<file path="src/rtl/input_capture.sv">
// Pushbutton capture for the game FSM: 2-flop synchronizer, optional debounce filter
// (INPUT_CAPTURE_DEBOUNCE_EN), and a press classifier emitting press_valid / multi_press pulses.
module input_capture #(
  parameter int unsigned DEBOUNCE_CYCLES = 50000,
  parameter int unsigned CNT_W           = 16
) (
  input  logic       clk,
  input  logic       reset,
  input  logic [3:0] buttons,
  input  logic       enable,
  output logic [3:0] player_input,
  output logic       press_valid,
  output logic       multi_press
);

  if (DEBOUNCE_CYCLES < 1 || DEBOUNCE_CYCLES > 65535 ||
      ((DEBOUNCE_CYCLES - 1) >> CNT_W) != 0) begin : g_bad_cfg
    $error("input_capture: DEBOUNCE_CYCLES out of range or CNT_W too narrow");
  end

  typedef enum logic [1:0] {
    StReleaseWait,
    StIdle,
    StHeld
  } state_e;

  logic [3:0] sync_meta_q;
  logic [3:0] sync_q;
  logic [3:0] deb;

  always_ff @(posedge clk) begin
    if (reset) begin
      sync_meta_q <= '0;
      sync_q      <= '0;
    end else begin
      sync_meta_q <= buttons;
      sync_q      <= sync_meta_q;
    end
  end

`ifdef INPUT_CAPTURE_DEBOUNCE_EN
  localparam logic [CNT_W-1:0] CntMax     = CNT_W'(DEBOUNCE_CYCLES - 1);
  localparam int unsigned      WarmCycles = DEBOUNCE_CYCLES + 2;

  logic [3:0]       cand_q, cand_d;
  logic [3:0]       deb_q, deb_d;
  logic [CNT_W-1:0] cnt_q, cnt_d;

  // deb follows the next-state count so a clean edge lands exactly N+2 cycles after the raw edge.
  always_comb begin
    cand_d = cand_q;
    cnt_d  = cnt_q;
    if (sync_q != cand_q) begin
      cand_d = sync_q;
      cnt_d  = '0;
    end else if (cnt_q != CntMax) begin
      cnt_d = cnt_q + 1'b1;
    end
    deb_d = (cnt_d == CntMax) ? cand_d : deb_q;
  end

  always_ff @(posedge clk) begin
    if (reset) begin
      cand_q <= '0;
      cnt_q  <= '0;
      deb_q  <= '0;
    end else begin
      cand_q <= cand_d;
      cnt_q  <= cnt_d;
      deb_q  <= deb_d;
    end
  end

  assign deb = deb_q;
`else
  localparam int unsigned WarmCycles = 2;

  assign deb = sync_q;
`endif

  // After reset deb reads 0 until the pipeline refills; hold RELEASE_WAIT until then so a
  // button held through reset is not mistaken for a release.
  localparam int unsigned   WarmW   = CNT_W + 1;
  localparam logic [WarmW-1:0] WarmMax = WarmW'(WarmCycles);

  logic [WarmW-1:0] warm_q;
  logic             ready;

  assign ready = (warm_q == WarmMax);

  always_ff @(posedge clk) begin
    if (reset) begin
      warm_q <= '0;
    end else if (!ready) begin
      warm_q <= warm_q + 1'b1;
    end
  end

  state_e     state_q, state_d;
  logic [3:0] player_input_q, player_input_d;
  logic       press_valid_q, press_valid_d;
  logic       multi_press_q, multi_press_d;
  logic       deb_zero;
  logic       deb_one_hot;

  assign deb_zero    = (deb == 4'b0000);
  assign deb_one_hot = $onehot(deb);

  always_comb begin
    state_d        = state_q;
    player_input_d = player_input_q;
    press_valid_d  = 1'b0;
    multi_press_d  = 1'b0;
    unique case (state_q)
      StReleaseWait: begin
        if (ready && enable && deb_zero) begin
          state_d = StIdle;
        end
      end
      StIdle: begin
        if (!enable) begin
          state_d = StReleaseWait;
        end else if (deb_one_hot) begin
          state_d        = StHeld;
          player_input_d = deb;
        end else if (!deb_zero) begin
          state_d       = StReleaseWait;
          multi_press_d = 1'b1;
        end
      end
      StHeld: begin
        if (!enable) begin
          state_d = StReleaseWait;
        end else if (deb_zero) begin
          state_d       = StIdle;
          press_valid_d = 1'b1;
        end else if (deb != player_input_q) begin
          state_d       = StReleaseWait;
          multi_press_d = 1'b1;
        end
      end
      default: state_d = StReleaseWait;
    endcase
  end

  always_ff @(posedge clk) begin
    if (reset) begin
      state_q        <= StReleaseWait;
      player_input_q <= '0;
      press_valid_q  <= 1'b0;
      multi_press_q  <= 1'b0;
    end else begin
      state_q        <= state_d;
      player_input_q <= player_input_d;
      press_valid_q  <= press_valid_d;
      multi_press_q  <= multi_press_d;
    end
  end

  assign player_input = player_input_q;
  assign press_valid  = press_valid_q;
  assign multi_press  = multi_press_q;

endmodule

</file>
<file path="config.mk">
export PLATFORM = sky130hd
export DESIGN_NAME = input_capture
export DESIGN_NICKNAME = d
export VERILOG_FILES = /design/src/rtl/input_capture.sv
export SDC_FILE = /design/constraint.sdc
export NUM_CORES = 1
export LEC_CHECK = 0
export BUFFER_PORTS_ARGS = -buffer_cell sky130_fd_sc_hd__buf_2
export CAP_MARGIN = 30
export CORE_AREA = 2 2 71 73
export CTS_CLUSTER_DIAMETER = 60
export DETAILED_ROUTE_END_ITERATION = 8
export DIE_AREA = 0 0 73 75
export HOLD_SLACK_MARGIN = 0.06
export PLACE_DENSITY_LB_ADDON = 0.3
export SYNTH_ARGS = -nofsm -noshare
export SYNTH_HDL_FRONTEND = slang
export SYNTH_SLANG_ARGS = --single-unit
</file>
<file path="constraint.sdc">
create_clock -name clk -period 6.12 [get_ports clk]
set_clock_uncertainty 0.2 [all_clocks]
set_input_delay 0.612 -clock clk [delete_from_list [all_inputs] [get_ports clk]]
set_output_delay 0.612 -clock clk [all_outputs]
set_load 0.02 [all_outputs]
</file>
==> results.toml, run 1 <==
[floorplanning]
core_area_um2 = 4660
die_y_um = 75
die-area_um2 = 5480
row_count = 25
ios = 13
die_w_um = 73
initial_core_util = 0.340

[synth]
synth_top_family_by_area = "simple AND/OR/NAND/NOR gates"
synthCells = 166
synthAdderAreaFrac = 0.0837
yosysWarnings = 0
async_flop_share = 0
synth_edf_count = 0
synth_flop_cell = "dfxtp_1"
synthesis.nets = 183
synth_compound_gate_area_share = 0.0387
synth-seq-area-share = 0.417
synthMuxAreaShare = 0.0387
syn_area_um2 = 1580
synth_xor_area_frac = 0.0940
synth_simple_gate_area_frac = 0.288
avgSynthCellArea_um2 = 9.54
ys_seq_elements = 33
ys_types = 33

[setup_path]
path_max_fanout = 5
worstPathRequired_ps = 6080
worstSetupStartpointType = "register"
critPathKind = "register to register"
end_kind = "register"
crit_arrival_ps = 2720

[place]
dp.cells = 227
dp_hpwl_mm = 1.79
gp_congestion = 0.719
pre_cts_slack_ps = 3390
port_buffers = 12

[clock_network]
numCtsBuffers = 5
cts-htree-levels = 2
post_cts_buffers = 0
ctsHoldBuffers = 0
clk_pin_slew_worst_paths_ps = 70
ctsResizeCount = 0
clk_latency_ps = 290
cts.sinks = 33
clock_path_buffers = 2
cts.root.buffer_cell = "clkbuf_8"
cts_tree = "built"

[sta]
timing.final.crit_share = 0.451
fmax_ghz = 0.362
period_needed_ps = 2760
max_slew.worst_pin.slew_ps = 617
grt_setup_unrepaired = "false"
fin_setup_tns_ps = 0
setup_slack_ps = 3360
finalHoldViolCount = 0
drv_slew = 0
setup_viol = 0
slew_headroom = 0.589

[drt]
finalWirelength_mm = 2.65
wl_per_cell_um = 11.3
avgViaCountPerCell = 4.62
ant_nets = 0
drc = 0
num_vias = 1085
drt_iter0_markers = 25
drtPass1Iterations = 4

[global_routing]
antenna_found_initial = 0
grt_pass1_vias = 970
grt_pass1_wl_mm = 4.32
grt_usage = 0.104
grt_overflow = 0
grt_max_degree = 36

[finish]
synthToLayoutAreaGrowth_pct = 14.2
utilization = 0.388
drive_above_1_share = 0.171
stdcell_count = 235
diodes = 0
nNetsFinal = 197

[status]
outcome = "complete, no violations"

[worst_hold_path]
hold_path.class = "register to register"

[flow_run]
drv_cap = 0

[pwr]
power_density_nw_per_um2 = 295
power.leakage_uw = 0.000717
ir_drop_mv = 0.105
## cells in the final DEF (no fill, tap or decap), types with 2 or more instances in the layout
master     n
a211oi_1   2
inv_1     12
nor3b_1    2
nand3_1    5
nand4_1    3
xor2_1    10
mux2i_1    5
nand2_1    6
xnor2_1    7
o21ai_1    3
a21oi_1    4
nor3_2     2
nor2_1    22
nor3_1     2
ha_1       9
and3_1     3
nand4_2    2
buf_2     12
nor4_2     5
clkbuf_8   6
dfxtp_1   33
nand2b_1   3
nor2b_1    9
or3_1      2
## layer usage
layer	share of wire	track usage	routed length (um)	vias to the layer above
met1	0.53	0.136	1400	486
li1	-	-	-	578
met3	0.038	0.0321	100	6
met5	0	0	0	-
met2	0.41	0.149	1080	15
met4	0.026	0.0679	69	0
## sequential cells by signal (all words and copies together) (netlist names)
| name | cells |
|---|---|
| sync_meta_q | 4 |
| press_valid | 1 |
| warm_q | 17 |
| state_q | 2 |
| multi_press | 1 |
| player_input | 4 |
| deb | 4 |
## logic make-up (layout without fill, tap and decap cells)
family,count (synthesis),after routing
xor+xnor,17,17
compound gates,10,10
buf+inv,17,32
simple gates,73,73
flops,33,33
mux,6,6
fa+ha+maj,10,10
## power breakdown
| group | total, uW | internal (uW) | switching [uW] |
|---|---|---|---|
| Sequential | 245 | 228 | 17.1 |
| Combinational | 75.9 | 38.4 | 37.5 |
| Clock | 213 | 133 | 80.7 |
## cells in the mapped netlist (all sizes together) (4+ instances only)
library cell,count,share of area
nand3,5,0.016
nand4,5,0.028
nand2,6,0.014
inv,12,0.028
xnor2,7,0.039
clkbuf,5,0.012
dfxtp,33,0.42
xor2,10,0.055
nor2b,9,0.036
a21oi,4,0.013
nor2,22,0.052
nor3,4,0.019
ha,9,0.071
nor4,5,0.039
mux2i,5,0.032
## final cells by class
| cell class | count | area, um2 |
|---|---|---|
| Inverter | 12 | 45.0 |
| Timing Repair Buffer | 12 | 60.1 |
| Fill cell | 491 | 2850 |
| Tap cell | 54 | 67.6 |
| Clock inverter | 1 | 30.0 |
| Clock buffer | 7 | 86.3 |
| Sequential cell | 33 | 661 |
| Multi-Input combinational cell | 116 | 860 |
## critical path, cell delays in order, from the launching register on
cell and delay (ps):
dfxtp_1 360, inv_1 90, fa_1 530, inv_1 40, ha_1 170, ha_1 270
nor3b_1 330, and3_1 380, mux2i_1 230, nor2_1 50
## stage by stage
stage / hold slack [ps] / total power, uW / instance area [um2]
after floorplan: 214 / 309 / 1580
after global placement: 220 / 326 / 1690
after detailed placement: 220 / 327 / 1690
after CTS: 237 / 544 / 1810
after global routing: 247 / 564 / 1810
final: 235 / 535 / 1810
## final timing paths
check | startpoint | end | slack (ps) | depth (start not counted)
max | deb[0] | player_input[0] | 3360 | 9
min | sync_meta_q[0] | deb[0] | 230 | 1
max reg2reg | deb[0] | player_input[0] | 3360 | 9
min reg2reg | sync_meta_q[0] | deb[0] | 230 | 1
No activity file was read; power rests on OpenSTA's default activity.
==> run 2: changes to the inputs <==
- clock period: 6.12 -> 2.88 ns (I/O delays scaled with it)
==> run 2 against run 1 <==
  * Routed wire length fell by 0.64%
  * Non-clock buffer count up 4
  * Global-route usage is 0.19 points higher
  * Cell count rose by 1.7%
==> results.toml, run 2 (same netlist as run 1, synthesis figures left out) <==
[sta]
slew_headroom = 0.601
fmax_ghz = 0.388
drv_slew = 0
setup_viol = 0
max_slew.worst_pin.slew_ps = 598
timing.final.crit_share = 0.895
fin_setup_tns_ps = 0
finalHoldViolCount = 0
period_needed_ps = 2580
grt_setup_unrepaired = "false"

[clock_network]
clock_path_buffers = 2
clk_pin_slew_worst_paths_ps = 70
cts.root.buffer_cell = "clkbuf_8"
cts-htree-levels = 2
cts_tree = "built"
numCtsBuffers = 5
cts.sinks = 33
clk_latency_ps = 290

[pwr]
power.leakage_uw = 0.000733
power_density_nw_per_um2 = 583
ir_drop_mv = 0.203
fin_total_pwr_uw = 1070

[finish]
nNetsFinal = 201
fillers = 476
largest_reg_flops = 17
regArea_um2 = 661
drive_above_1_share = 0.184
diodes = 0
final_common_cell = "dfxtp_1"
layout_common_cells = "dfxtp_1 (33), nor2_1 (22), inv_1 (12), buf_2 (12), xor2_1 (10)"
multi_input_area_um2 = 866
synthToLayoutAreaGrowth_pct = 16.2
regMostFlops = "warm_q"

[drt]
num_vias = 1102
ant_nets = 0
wl_per_cell_um = 11.0
finalWirelength_mm = 2.64
drt_iter0_markers = 27
drtPass1Iterations = 4
avgViaCountPerCell = 4.61
drc = 0

[setup_path]
worstSetupStartpointType = "register"
r2r_slack_ps = 300
path_max_fanout = 5
worstPathRequired_ps = 2840
critPathKind = "register to register"
crit_arrival_ps = 2530
end_kind = "register"

[worst_hold_path]
hold_path.class = "primary input to register"

[floorplanning]
die-area_um2 = 5480
core_area_um2 = 4660
row_count = 25
initial_core_util = 0.340
die_y_um = 75
ios = 13
die_w_um = 73

[flow_run]
drv_cap = 0

[place]
gp_congestion = 0.719
dp_hpwl_mm = 1.79
port_buffers = 12

[status]
outcome = "complete, no violations"

[global_routing]
met1_usage = 0.137
grt_overflow = 0
antenna_found_initial = 0
grt_max_degree = 36
met3_usage = 0.0335
grt_pass1_vias = 1006
grt_usage = 0.106
use_met2 = 0.154
grt_pass1_wl_mm = 4.43
top_usage_layer = "met2"
==> run 2: timing repair <==
item,4_1_cts,5_1_grt
buffers inserted,0,0
endpoints found under the setup margin,0,4
hold buffers,4,0
hold endpoints to repair,4,0
resized for setup,0,2
==> run 2: metrics by stage <==
step                 util  worst slack (ps)  hold slack (ps)  instance area, um2  std cells
global route        0.395               102              109                1840        239
finish              0.395               302              102                1840        239
floorplan               -               247              214                1580        166
detailed placement  0.363               151              220                1690        227
global placement    0.363               193              220                1690        227
CTS                 0.394               134             90.4                1830        239
==> run 2: power breakdown <==
| group | total, uW | internal, uW | switching [uW] |
|---|---|---|---|
| combinational | 166 | 86.0 | 79.7 |
| sequential | 520 | 485 | 35.5 |
| clock | 387 | 216 | 171 |
==> run 2: final timing paths <==
check / from / end / cells after the start
setup / recovery: deb[0] / player_input[3] / 9
hold / removal: enable / multi_press / 3
setup reg to reg: deb[0] / player_input[3] / 9
hold reg to reg: sync_meta_q[0] / deb[0] / 1
==> run 2: per-layer routing <==
metal,wire length [um],up-vias
met5,0,-
met4,70,0
met3,104,7
met2,1080,15
met1,1380,493
li1,-,587
==> run 2: worst max-delay path, stage by stage (launching register included) <==
cell and delay (ps):
dfxtp_1 360, inv_1 90, fa_1 530, inv_1 40, ha_1 170, ha_1 280, nor3b_2 230, and3_2 300
mux2i_1 200, nor2_1 60
==> run 2: cell type report <==
class,count,share of cell area
clock buffers,7,0.0523
clock inverters,1,0.00272
inverters,12,0.0245
multi-input cells,116,0.470
flip-flops and latches,33,0.359
well taps,54,0.0367
repair buffers,16,0.0544
==> run 3: changes to the inputs <==
- clock period: 2.88 -> 2.76 ns (I/O delays scaled with it)
==> run 3 against run 2 <==
  * Routed wire length is 1.2% higher
  * Cell count is 0.42% higher
  * Final area is 1.4% higher
  * First-iteration DRC count grew to 2.9 times the previous value
  * Die area stayed put
  * Register-to-register slack worse by 170 ps
  * Sequential power is 4.4% higher
  * Largest cell class unchanged
  * Highest routed layer unchanged
  * Power is 11% higher
  * Critical endpoint is now state_q[0]
  * Utilization is 0.56 points higher
==> results.toml, run 3 (same netlist as run 1, synthesis figures left out) <==
[sta]
timing.final.crit_share = 0.951
fmax_ghz = 0.381
finalHoldViolCount = 0
setup_viol = 0
drv_slew = 0
slew_headroom = 0.596
period_needed_ps = 2620
max_slew.worst_pin.slew_ps = 606

[clock_network]
clk_latency_ps = 290
clk_pin_slew_worst_paths_ps = 80
post_cts_buffers = 0
cts.root.buffer_cell = "clkbuf_8"
clock_path_buffers = 2
cts.sinks = 33
cts-htree-levels = 2
cts_tree = "built"
numCtsBuffers = 5

[setup_path]
end_kind = "register"
path_max_fanout = 3
crit_arrival_ps = 2600
ff2ff_path_depth = 9
worstSetupStartpointType = "register"
critPathKind = "register to register"
worstPathRequired_ps = 2740

[floorplanning]
die-area_um2 = 5480
die_w_um = 73
row_count = 25
die_y_um = 75
core_area_um2 = 4660
initial_core_util = 0.340
ios = 13

[global_routing]
grt_pass1_wl_mm = 4.52
grt_pass1_vias = 1014
grt_max_degree = 36
grt_overflow = 0
grt_usage = 0.108
antenna_found_initial = 0

[worst_hold_path]
hold_depth = 3
hold_path.class = "primary input to register"

[finish]
stdcell_count = 240
synthToLayoutAreaGrowth_pct = 17.9
stdcell_area_um2 = 1870
largest_reg_flops = 17
multi_input_area_um2 = 870
nNetsFinal = 202
regMostFlops = "warm_q"
final_common_cell = "dfxtp_1"
regArea_um2 = 661
diodes = 0
drive_above_1_share = 0.183
layout_common_cells = "dfxtp_1 (33), nor2_1 (22), inv_1 (12), buf_2 (12), xor2_1 (10)"
fillers = 468

[pwr]
power_density_nw_per_um2 = 640
power.leakage_uw = 0.000740
ir_drop_mv = 0.234

[place]
port_buffers = 12
gp_congestion = 0.743
dp_hpwl_mm = 1.81
dp.cells = 228
place_area_um2 = 1700

[drt]
drc = 0
avgViaCountPerCell = 4.72
ant_nets = 0
num_vias = 1133
drtPass1Iterations = 4
wl_per_cell_um = 11.1
drt_iter0_markers = 79
finalWirelength_mm = 2.67

[flow_run]
drv_cap = 0

[status]
outcome = "complete, no violations"
run 3: final cells by class:
type,count,share of cell area
inverters,12,0.0241
clock inverters,1,0.0161
repair buffers,17,0.0576
multi-input cells,116,0.466
flip-flops and latches,33,0.354
clock buffers,7,0.0462
well taps,54,0.0362
run 3: worst max-delay path: stages, from the launching register on:
cell     delay (ps)
dfxtp_1         360
inv_1            80
fa_1            530
inv_1            40
ha_1            170
ha_1            280
nor3b_2         230
buf_4           150
o311a_2         170
mux2_1          310
run 3: metal layers:
layer,GRT usage,up-vias,part of all wire
met5,0,-,0
met4,0.0494,0,0.015
met3,0.0361,5,0.033
met2,0.161,16,0.45
met1,0.142,520,0.50
li1,-,592,-
run 3: per-stage QoR:
stage	total power [uW]	TNS (ps)	hold WS, ps	utilization	setup WS (ps)
after CTS	1210	0	88.9	0.398	41.2
after floorplan	685	0	204	-	127
after global routing	1250	-7.97	116	0.401	-7.97
after global placement	725	0	217	0.365	110
after detailed placement	727	0	224	0.365	68.6
final	1190	0	97.7	0.401	135
run 3: timing repair:
item,CTS,global route
endpoints found under the hold margin,4,0
resized for setup,0,3
hold buffers,4,0
setup endpoints to repair,0,6
run 3: final timing paths:
check / startpoint / to / slack [ps]
min: enable / multi_press / 100
min reg2reg: sync_meta_q[0] / deb[0] / 220
max: deb[0] / state_q[0] / 140
max reg2reg: deb[0] / state_q[0] / 140
run 3: where the power goes:
group	internal [uW]	switching (uW)
clock network	294	178
logic	93.6	85.6
registers	506	37.8
